===== src/rtl/ldl_afifo_wr_arb_v1.sv =====
// ldl_afifo_wr_arb_v1: round-robin burst write arbiter for the async FIFO write port
module ldl_afifo_wr_arb_v1 #(
  parameter int N = 4,
  parameter int DW = 8,
  parameter int AW = 8,
  parameter int BURST = 4,
  parameter int IW = $clog2(N)
) (
  input  logic            clk,
  input  logic            rst,
  input  logic [N-1:0]    req_valid,
  input  logic [N*DW-1:0] req_data,
  output logic [N-1:0]    req_ready,
  input  logic            fifo_full,
  input  logic [AW:0]     fifo_wcnt,
  output logic            fifo_we,
  output logic [DW-1:0]   fifo_din,
  output logic [N-1:0]    gnt,
  output logic [IW-1:0]   gnt_id,
  output logic            busy
);
  typedef enum logic {ST_IDLE, ST_BURST} state_t;
  localparam logic [AW:0] CAP = (AW+1)'(2**AW);
  localparam logic [AW:0] BW = (AW+1)'(BURST);
  localparam logic [AW:0] LAST = (AW+1)'(BURST-1);
  state_t state, state_nx;
  logic [N-1:0] gnt_nx;
  logic [IW-1:0] gnt_id_nx, ptr, ptr_nx, pick;
  logic [AW:0] cnt, cnt_nx, free;
  logic found;
  assign free = CAP - fifo_wcnt;
  assign busy = state == ST_BURST;
  // first valid requester scanning upward from the one after the last winner
  always_comb begin
    found = 1'b0;
    pick = '0;
    for (int k = 1; k <= N; k++) begin
      if (!found && req_valid[IW'((int'(ptr) + k) % N)]) begin
        found = 1'b1;
        pick = IW'((int'(ptr) + k) % N);
      end
    end
  end
  // next state and the write-port outputs driven from the registered grant
  always_comb begin
    state_nx = state;
    gnt_nx = gnt;
    gnt_id_nx = gnt_id;
    cnt_nx = cnt;
    ptr_nx = ptr;
    req_ready = '0;
    fifo_we = 1'b0;
    fifo_din = '0;
    if (state == ST_IDLE) begin
      if (found && free >= BW) begin
        state_nx = ST_BURST;
        gnt_nx = N'(1) << pick;
        gnt_id_nx = pick;
        cnt_nx = '0;
      end
    end else begin
      req_ready = fifo_full ? '0 : N'(1) << gnt_id;
      fifo_we = req_valid[gnt_id] & ~fifo_full;
      fifo_din = req_data[int'(gnt_id)*DW +: DW];
      if (!req_valid[gnt_id] || (fifo_we && cnt == LAST)) begin
        state_nx = ST_IDLE;
        gnt_nx = '0;
        ptr_nx = gnt_id;
      end else if (fifo_we) begin
        cnt_nx = cnt + (AW+1)'(1);
      end
    end
  end
  // state register; pointer resets to N-1 so requester 0 wins first
  always_ff @(posedge clk or negedge rst) begin
    if (!rst) begin
      state <= ST_IDLE;
      gnt <= '0;
      gnt_id <= '0;
      cnt <= '0;
      ptr <= IW'(N-1);
    end else begin
      state <= state_nx;
      gnt <= gnt_nx;
      gnt_id <= gnt_id_nx;
      cnt <= cnt_nx;
      ptr <= ptr_nx;
    end
  end
endmodule

===== config.mk =====
export PLATFORM = sky130hd
export DESIGN_NAME = ldl_afifo_wr_arb_v1
export DESIGN_NICKNAME = d
export VERILOG_FILES = /design/src/rtl/ldl_afifo_wr_arb_v1.sv
export SDC_FILE = /design/constraint.sdc
export NUM_CORES = 1
export LEC_CHECK = 0
export CAP_MARGIN = 25
export CORE_UTILIZATION = 42
export CTS_BUF_LIST = sky130_fd_sc_hd__clkbuf_2 sky130_fd_sc_hd__clkbuf_4 sky130_fd_sc_hd__clkbuf_8
export CTS_CLUSTER_DIAMETER = 150
export DETAILED_ROUTE_END_ITERATION = 12
export GPL_TIMING_DRIVEN = 0
export PLACE_DENSITY = 0.84
export SYNTH_ARGS = -nofsm -noshare
export SYNTH_HDL_FRONTEND = slang
export SYNTH_SLANG_ARGS = --single-unit

===== constraint.sdc =====
create_clock -name clk -period 2.31 [get_ports clk]
set_clock_uncertainty 0.05 [all_clocks]
set_input_delay 0.3465 -clock clk [delete_from_list [all_inputs] [get_ports clk]]
set_output_delay 0.3465 -clock clk [all_outputs]
set_load 0.02 [all_outputs]

==> metrics.md <==
| Metric | Value |
|---|---|
| Wirelength, routed | `4.394 mm` |
| Vias in the first global route | `1428` |
| Antenna Cells | `0` |
| Fin crit period | `2.224 ns` |
| DIE HEIGHT | `59.45 um` |
| Layout Nets | `264` |
| Post-route ant nets | `0` |
| Fin. Hold Viols | `0` |
| Cell Area, Synth | `0.001386 mm^2` |
| I/O pins | `68` |
| Crit Path Max Fanout | `7` |
| Yosys warning count | `0` |
| Antenna violations before repair | `0` |
| Global-route wire length before repair | `6.423 mm` |
| Setup crit start kind | `flop` |
| Critical path arrival | `1.83 ns` |
| First drt pass iteration count | `4` |
| Final TNS setup | `0 ns` |
| Tcrit/Tclk final | `0.9627` |
| Worst hold slack | `0.4556 ns` |
| Die Area | `0.003534 mm^2` |
| Number of port buffers | `67` |
| Total clock buffers created by CTS | `3` |
| CTS Sinks | `18` |
| Clock slew at reported path FFs | `0.10 ns` |
| Layout cell share with drive strength beyond 1 | `0.2196` |
| CP Class | `reg -> out` |
| Vias per cell | `5.965` |
| Seq cells post-synth | `18` |
| Worst slew margin | `0.4433` |
| CTS Root Cell | `clkbuf_4` |
| HPWL Detailed | `3.184 mm` |
| Max Clock Freq | `0.4497 GHz` |
| Residual DRC | `0` |
| Pwr/cell area | `1122 mW/mm^2` |
| Max clock buf depth | `2` |
| WL/cell | `17.03 um` |
| CTS tree | `yes` |
| Final Max Slew Viols | `0` |
| Starting Density | `0.4468` |
| Class of the worst hold path | `reg -> reg` |
| Iter 0 DRT Violations | `62` |
| Critical path endpoint category | `primary output` |
| Area Growth Syn to Fin | `60.20%` |
| Worst skew pair latency | `0.30 ns` |
| Cells after synthesis | `136` |
| # rows | `20` |
| Largest net degree at the start of global routing | `19` |
| Grt total ovfl | `0` |
| Final setup violation count | `0` |
| Syn nets | `185` |
| Sequential area share after synthesis | `0.3267` |
| Slew @ Worst Pin | `0.8324 ns` |
| Syn_area_per_cell | `10.19 um^2` |
| Count of cell types in the netlist | `41` |
| Final Wtd Congestion | `0.8294` |
| Overall Global Routing Usage | `0.2455` |
| Max cap viols | `0` |
| Vias | `1539` |
| H-tree levels | `1` |
| Status | `completed` |
| Req. time, crit path | `1.91 ns` |
| Core Box Area | `0.003103 mm^2` |
| Die W | `59.45 um` |
| LEAKAGE | `0.9611 nW` |
| Peak supply drop | `0.5125 mV` |
## per-stage QoR
step | instances | area (um^2) | util | setup slack, ns | total power (W)
after floorplan | 136 | 1386 | - | 0.1338 | 0.001561
after global placement | 247 | 2112 | 0.6806 | -0.3453 | 0.002105
after detailed placement | 247 | 2112 | 0.6806 | -0.3796 | 0.002156
after CTS | 252 | 2178 | 0.7020 | 0.001503 | 0.002382
after global routing | 258 | 2221 | 0.7157 | -0.01193 | 0.002632
final | 258 | 2221 | 0.7157 | 0.08611 | 0.002492
## cell families (layout without fill, tap and decap cells)
group,count (synthesis),count (layout),share of synthesized area
and+or+nand+nor,65,65,0.2807
AOI/OAI and AO/OA,27,27,0.1661
DFF,18,18,0.3267
muxes,14,14,0.1859
buffers and inverters,11,89,0.03158
adders and majority gates,1,1,0.009024
## per-layer routing
| metal | wire length (um) | track usage | share of wire |
|---|---|---|---|
| met2 | 2238 | 0.4430 | 0.51 |
| met3 | 446 | 0.04367 | 0.10 |
| met5 | 0 | 0 | 0 |
| met1 | 1674 | 0.2857 | 0.38 |
| met4 | 34 | 0.09524 | 0.0077 |
## cell type report
| class | count | area [um^2] |
|---|---|---|
| multi-input combinational | 107 | 897.1 |
| fill | 244 | 882.1 |
| timing repair buffer | 74 | 709.4 |
| sequential | 18 | 452.9 |
| buffer | 7 | 55.05 |
| tap | 44 | 55.05 |
| clock buffer | 4 | 36.28 |
| inverter | 4 | 15.01 |
## path summary, 6_finish.rpt
kind / from / to / slack (ns) / depth (start not counted)
worst min-delay path: gnt[0] / gnt[0] / 0.46 / 1
worst max register to register: cnt[1] / ptr[1] / 0.10 / 7
worst max-delay path: gnt_id[0] / fifo_din[0] / 0.09 / 4
worst min register to register: gnt[0] / gnt[0] / 0.46 / 1
min in group asynchronous: rst / cnt[5] / 0.47 / 1
max in group asynchronous: rst / gnt[0] / 1.23 / 1
## power breakdown
group / switching (W) / internal (W) / total, W
clock network: 0.000101 / 0.0000962 / 0.000197
registers: 0.000138 / 0.000446 / 0.000584
logic: 0.000838 / 0.000873 / 0.00171
total: 0.00108 / 0.00142 / 0.00249
## cell usage in the layout (no fill, tap or decap), types with 5 or more instances in the layout
cell type and count:
nor2_1 5, clkdlybuf4s50_1 57, a211o_1 5, dfrtp_1 16, dlygate4sd2_1 5, nand2_1 7
or3_1 6, a21oi_1 6, mux4_2 9, nand3_1 6, and2_1 9, nor4_1 7
buf_4 7
## cell usage after synthesis
cell / number / share of area
dfrtp_1: 16 / 0.29
and2_1: 9 / 0.041
mux4_2: 9 / 0.15
nand2_1: 7 / 0.019
nor4_1: 7 / 0.032
a21oi_1: 6 / 0.022
nand3_1: 6 / 0.022
or3_1: 6 / 0.027
a211o_1: 5 / 0.032
nor2_1: 5 / 0.014
a32o_1: 4 / 0.029
and3_1: 4 / 0.018
clkbuf_1: 4 / 0.011
inv_1: 4 / 0.011
mux2_2: 4 / 0.032
and3_2: 3 / 0.016
nand2b_1: 3 / 0.014
nor3_1: 3 / 0.011
a21o_1: 2 / 0.011
a31oi_1: 2 / 0.0090
buf_2: 2 / 0.0072
dfstp_2: 2 / 0.038
nand2_2: 2 / 0.0090
nand3b_1: 2 / 0.011
nand4_1: 2 / 0.0090
o21ai_0: 2 / 0.0072
a211o_2: 1 / 0.0072
a311oi_1: 1 / 0.0063
a31oi_2: 1 / 0.0090
a32oi_1: 1 / 0.0063
and3b_1: 1 / 0.0063
and4_1: 1 / 0.0063
buf_1: 1 / 0.0027
ha_1: 1 / 0.0090
mux2i_1: 1 / 0.0072
nand4b_1: 1 / 0.0063
nor2b_1: 1 / 0.0045
nor4b_1: 1 / 0.0063
o41a_1: 1 / 0.0081
o41ai_4: 1 / 0.020
or4b_4: 1 / 0.0099
## worst max-delay path, cell delays in order, from the launching register on
cell and delay (ns):
dfrtp_1 0.37, buf_6 0.16, mux4_2 0.51, and2_1 0.18, dlygate4sd2_1 0.31
## state kept, by name, indices dropped and copies added, names as in the netlist
register	flops
gnt	4
busy	1
ptr	2
cnt	9
gnt_id	2
## what timing repair did
action,in CTS,in global routing
setup buffers,1,5
gates resized for setup,31,6
hold buffers,0,0
pin swaps,1,2
setup endpoints to repair,17,13
gates cloned,0,1
endpoints found under the hold margin,0,0
Power figures use the tool's default switching activity.
==> RTL change 1, RTL diff (same settings) <==
The parameter `AW` goes from 8 to 7.
--- a/src/rtl/ldl_afifo_wr_arb_v1.sv
+++ b/src/rtl/ldl_afifo_wr_arb_v1.sv
@@ -4,3 +4,3 @@
   parameter int DW = 8,
-  parameter int AW = 8,
+  parameter int AW = 7,
   parameter int BURST = 4,
Ports: changed (resized fifo_wcnt); port bits go from 68 to 67. No check against the original RTL was run, so the function may have changed too.
==> RTL change 1 against the unedited design <==
The run now ends with design-rule violations left. Core utilization rose by 2.1 points. Power is 11% lower. Worst setup slack worse by 0.032 ns. Non-clock buffer count fell by 2. Synthesized area down 7.0%. Routed wire length fell by 14%. Sequential cell count decreased by 1. Hold slack got worse by 0.025 ns. Largest power group unchanged. Cell area fell by 6.2%.
==> RTL change 1: results (changes against the unedited design) <==
| Metric | Value |
|---|---|
| Leakage | `0.921 nW (-4.2%)` |
| Worst path max stage delay | `0.49 ns (-0.02 ns)` |
| Biggest regs | `cnt x8, gnt x4` |
| Violated checks | `design-rule violations` |
| Placement-stage cell area | `0.00199 mm² (-5.9%)` |
| Worst Setup SP | `gnt_id[0]` |
| Port Buffers | `66 (-1.5%)` |
| H-Tree Depth | `1 (unchanged)` |
| Global placement routability congestion | `0.858 (+3.4%)` |
| Register area share after synthesis | `0.332 (+0.00532)` |
| Count of cell types in the netlist | `41 (unchanged)` |
| DRT iter0 DRCs | `58 (-6.5%)` |
| Asr flop ratio synth | `1.00 (unchanged)` |
| Vias/cell | `5.64 (-5.5%)` |
| Compound-cell area share of the yosys netlist | `0.154 (-0.0117)` |
| Dpl hpwl | `2980 µm (-6.6%)` |
| GRT Total Usage | `0.231 (-0.0140)` |
| Top cells by count, synth | `dfrtp_1, nor2_1, mux4_2` |
| Reg-to-reg endpoint | `cnt[3]` |
| Mux contribution to synthesized area | `0.206 (+0.0199)` |
| Share of cells above drive strength 1 | `0.161 (-0.0587)` |
| Final net count | `254 (-3.8%)` |
| Finished Layout Cells | `236 (-8.5%)` |
| Clock Latency Late Sink | `0.30 ns (about the same)` |
| Yosys warns | `0 (unchanged)` |
| Vias in the first global route | `1335 (-6.5%)` |
| Mapped Cells | `128 (-5.9%)` |
| Clock transition at path regs | `0.10 ns (about the same)` |
| TritonRoute pass-1 iters | `9 (+5)` |
| Synth Area in XOR/XNOR | `0.00680 (+0.00680)` |
| First-pass GRT wire length | `5950 µm (-7.4%)` |
| R2R Setup Slk | `0.15 ns (+0.05 ns)` |
| Fillers | `209 (-14%)` |
| Max clock buf depth | `2 (unchanged)` |
| Power Total | `2.21 mW (-11%)` |
| Crit path max-delay cell type | `mux4_2` |
| Residual DRC | `10 (+10)` |
| Pin count of the biggest net entering global routing | `18 (-1)` |
| # Post-CTS Setup Buffers | `1 (unchanged)` |
| Post-Route WL | `3770 µm (-14%)` |
| Status | `finished with violations` |
| Max FO, Critical Path | `9 (+2)` |
| CP arrival | `1.86 ns (+0.03 ns)` |
| Worst hold slack | `0.430 ns (-0.0252 ns)` |
| Synth Area in Adders | `0.00971 (+0.000683)` |
| Post-Place Setup Slack | `-0.378 ns (+0.00170 ns)` |
| VDD IR-drop max | `769 µV (+50%)` |
| Root Buffer | `clkbuf_4` |
| Main synth FF type | `dfrtp_1` |
| Worst slew margin | `0.496 (+0.0528)` |
| Worst hold path class | `in2async` |
| CTS buffer count | `3 (unchanged)` |
| Post-CTS resize count | `19 (-39%)` |
| Syn nets | `176 (-4.9%)` |
| Reg2reg path depth | `8 (+1)` |
| Top area cells in the synthesized netlist | `dfrtp_1, mux4_2, dfstp_2` |
| Delay-heaviest family, CP | `buffers and inverters` |
| DP Cell Count | `225 (-8.9%)` |
| Antenna Diode Count | `0 (unchanged)` |
[RTL change 1: routing by layer]
layer,GRT usage,part of all wire,vias to the layer above
met4,0.0732,0.0098,0
met1,0.254,0.39,633
met5,0,0,-
met2,0.450,0.52,53
met3,0.0340,0.078,4
li1,-,-,640
[RTL change 1: area by class of cell]
cell class | instances | area, µm² | share of cell area
multi-input cells | 98 | 802 | 0.385
repair buffers | 73 | 704 | 0.338
inverters | 7 | 26.3 | 0.0126
well taps | 31 | 38.8 | 0.0186
plain buffers | 6 | 53.8 | 0.0258
flip-flops and latches | 17 | 428 | 0.205
clock buffers | 4 | 30.0 | 0.0144
[RTL change 1: worst max-delay path by stage]
| stage | end | slack [ns] |
|---|---|---|
| 2_1_floorplan | cnt[3] | 0.28 |
| 3_3_place_gp | fifo_we | -0.35 |
| 3_5_place_dp | fifo_we | -0.38 |
| 4_1_cts | req_ready[1] | 0.003 |
| 5_1_grt | fifo_we | 0.0005 |
| 6_report | fifo_din[3] | 0.05 |
[RTL change 1: where the power goes]
| group | switching (mW) | leakage (nW) | internal, mW |
|---|---|---|---|
| Sequential | 0.0993 | 0.211 | 0.413 |
| Clock | 0.0970 | 0.0184 | 0.0791 |
| Combinational | 0.737 | 0.692 | 0.785 |
[RTL change 1: worst register-to-register path: cells and delay by family (launching register included)]
family | cells | cell delay [ns]
AO/OA/AOI/OAI | 2 | 0.47
buffers and inverters | 3 | 0.43
flip-flops | 1 | 0.43
AND/OR/NAND/NOR | 3 | 0.67
[RTL change 1: cells by family (layout without fill, tap and decap cells)]
logic type      after synthesis  count (layout)
compound gates               27              27
xor+xnor                      1               1
fa+ha+maj                     1               1
buf+inv                      13              90
flops                        17              17
mux                          15              15
simple gates                 54              54
==> RTL change 2, RTL diff (same flow settings) <==
Without the edit above. Compare `cnt` against `LAST` with >= in place of ==.
--- a/src/rtl/ldl_afifo_wr_arb_v1.sv
+++ b/src/rtl/ldl_afifo_wr_arb_v1.sv
@@ -64,3 +64,3 @@
       fifo_din = req_data[int'(gnt_id)*DW +: DW];
-      if (!req_valid[gnt_id] || (fifo_we && cnt == LAST)) begin
+      if (!req_valid[gnt_id] || (fifo_we && cnt >= LAST)) begin
         state_nx = ST_IDLE;
Function: no difference found for any inputs over 4 cycles, from zero or initial values and one cycle with rst low; that may be too few to reach the edited logic, so the function may still have changed.
==> RTL change 2 against the unedited design <==
Synthesized cell count is 21% lower. Synthesized area fell by 14%. Routed wire length decreased by 24%. Die area fell by 13%. Cell area shrank 12%. Count of clock-buffer cells in the layout is the same. Worst setup slack got worse by 0.024 ns. Power shrank 15%. Sequential power shrank 12%. Register-to-register slack better by 0.26 ns. Sequential cell count unchanged. Global-route usage is 1.5 points lower. Cell count shrank 18%.
==> RTL change 2: results (changes against the unedited design) <==
| Metric | Value |
|---|---|
| Status | `complete, no violations` |
| Met2 Resource Use GR | `0.391 (-0.0523)` |
| First-pass GRT wire length | `5510 µm (-14%)` |
| Worst hold path class | `reg2reg` |
| GRT Total Usage | `0.230 (-0.0152)` |
| Port Buffers | `67 (unchanged)` |
| Synth Area in Adders | `0.0105 (+0.00143)` |
| CTS Sinks | `18 (unchanged)` |
| Syn nets | `157 (-15%)` |
| Reg-to-reg startpoint | `cnt[0]` |
| Mux contribution to synthesized area | `0.209 (+0.0233)` |
| Compound-cell area share of the yosys netlist | `0.123 (-0.0426)` |
| DRT iter0 DRCs | `25 (-60%)` |
| Hold Path End | `gnt[0]` |
| Global placement routability congestion | `0.829 (about the same)` |
| Clock transition at path regs | `0.10 ns (about the same)` |
| Reg2reg path depth | `5 (-2)` |
| Crit path max-delay cell type | `mux4_1` |
| Worst path max stage delay | `0.53 ns (+0.02 ns)` |
| Final net count | `232 (-12%)` |
| Biggest regs | `cnt x9, gnt x4` |
| Register area share after synthesis | `0.379 (+0.0519)` |
| Vias/cell | `5.47 (-8.3%)` |
| TritonRoute pass-1 iters | `4 (unchanged)` |
| Top area cells in the synthesized netlist | `dfrtp_1, mux4_2, and2_1` |
| Placement-stage cell area | `0.00190 mm² (-9.8%)` |
| Max FO, Critical Path | `6 (-1)` |
| Met3 Resource Use GR | `0.0422 (-0.00151)` |
| CP arrival | `1.85 ns (+0.02 ns)` |
| Count of cell types in the netlist | `41 (unchanged)` |
| Met1 Use GR | `0.292 (+0.00608)` |
| Root Buffer | `clkbuf_4` |
| Share of cells above drive strength 1 | `0.187 (-0.0328)` |
| R2R Setup Slk | `0.36 ns (+0.26 ns)` |
| Top cells by count, synth | `dfrtp_1, and2_1, mux4_2` |
| Reg-to-reg endpoint | `ptr[1]` |
| Worst Setup SP | `gnt_id[0]` |
| Leakage | `0.843 nW (-12%)` |
| VDD IR-drop max | `893 µV (+74%)` |
| GRT busiest layer | `met2` |
| Dpl hpwl | `2620 µm (-18%)` |
| Vias in the first global route | `1166 (-18%)` |
| Worst slew margin | `0.460 (+0.0168)` |
| Worst hold slack | `0.450 ns (-0.00541 ns)` |
| CTS buffer count | `3 (unchanged)` |
| Post-Route WL | `3360 µm (-24%)` |
==> RTL change 2: changes by cell type after synthesis, moves of 3 or more <==
| cell | before | now |
|---|---|---|
| a211o_1 | 5 | 0 |
| and2_1 | 9 | 15 |
| or3_1 | 6 | 1 |
| mux2_2 | 4 | 1 |
| a21oi_1 | 6 | 2 |
| and3_2 | 3 | 0 |
| nor4_1 | 7 | 3 |
==> RTL change 2: per-stage QoR <==
step	setup WS [ns]	std cells
2_1_floorplan	0.301	108
3_5_place_dp	-0.156	205
6_report	0.0626	212
5_1_grt	0.0140	212
3_3_place_gp	-0.116	205
4_1_cts	0.00475	210
==> RTL change 2: layout make-up <==
cell class | count | area [µm²]
multi-input combinational | 80 | 694
clock buffer | 4 | 36.3
buffer | 6 | 50.0
sequential | 18 | 454
inverter | 4 | 16.3
fill | 188 | 637
timing repair buffer | 70 | 664
tap | 30 | 37.5
==> RTL change 2: how the worst max path moves through the flow <==
stage / end / slack [ns]
2_1_floorplan: fifo_din[3] / 0.30
3_3_place_gp: fifo_we / -0.12
3_5_place_dp: fifo_din[4] / -0.16
4_1_cts: fifo_din[4] / 0.005
5_1_grt: fifo_din[7] / 0.01
6_report: fifo_din[7] / 0.06
==> RTL change 2: timing repair <==
| item | 4_1_cts | 5_1_grt |
|---|---|---|
| buffers inserted | 1 | 2 |
| endpoints found under the setup margin | 13 | 4 |
| resized for setup | 25 | 5 |
==> RTL change 2: power by group <==
| group | switching [mW] | internal [mW] | total (mW) |
|---|---|---|---|
| clock | 0.0988 | 0.0961 | 0.195 |
| combinational | 0.680 | 0.727 | 1.41 |
| sequential | 0.0917 | 0.420 | 0.512 |
| total | 0.871 | 1.24 | 2.11 |
==> RTL change 2: worst register-to-register path: cells and delay by family (launching register included) <==
kind	cells	cell delay (ns)
adder cells (fa/ha/maj)	1	0.22
multiplexers	1	0.36
AND/OR/NAND/NOR	2	0.53
AO/OA/AOI/OAI	1	0.27
flip-flops	1	0.44
==> RTL change 2: routing by layer <==
layer,wire [µm],vias up
li1,-,557
met1,1430,534
met2,1660,65
met3,235,4
met4,37,0
met5,0,-
==> RTL change 2: logic make-up after synthesis <==
kind of cell / Yosys count
and+or+nand+nor: 48
AOI/OAI and AO/OA: 18
DFF: 18
muxes: 13
buffers and inverters: 10
adders and majority gates: 1
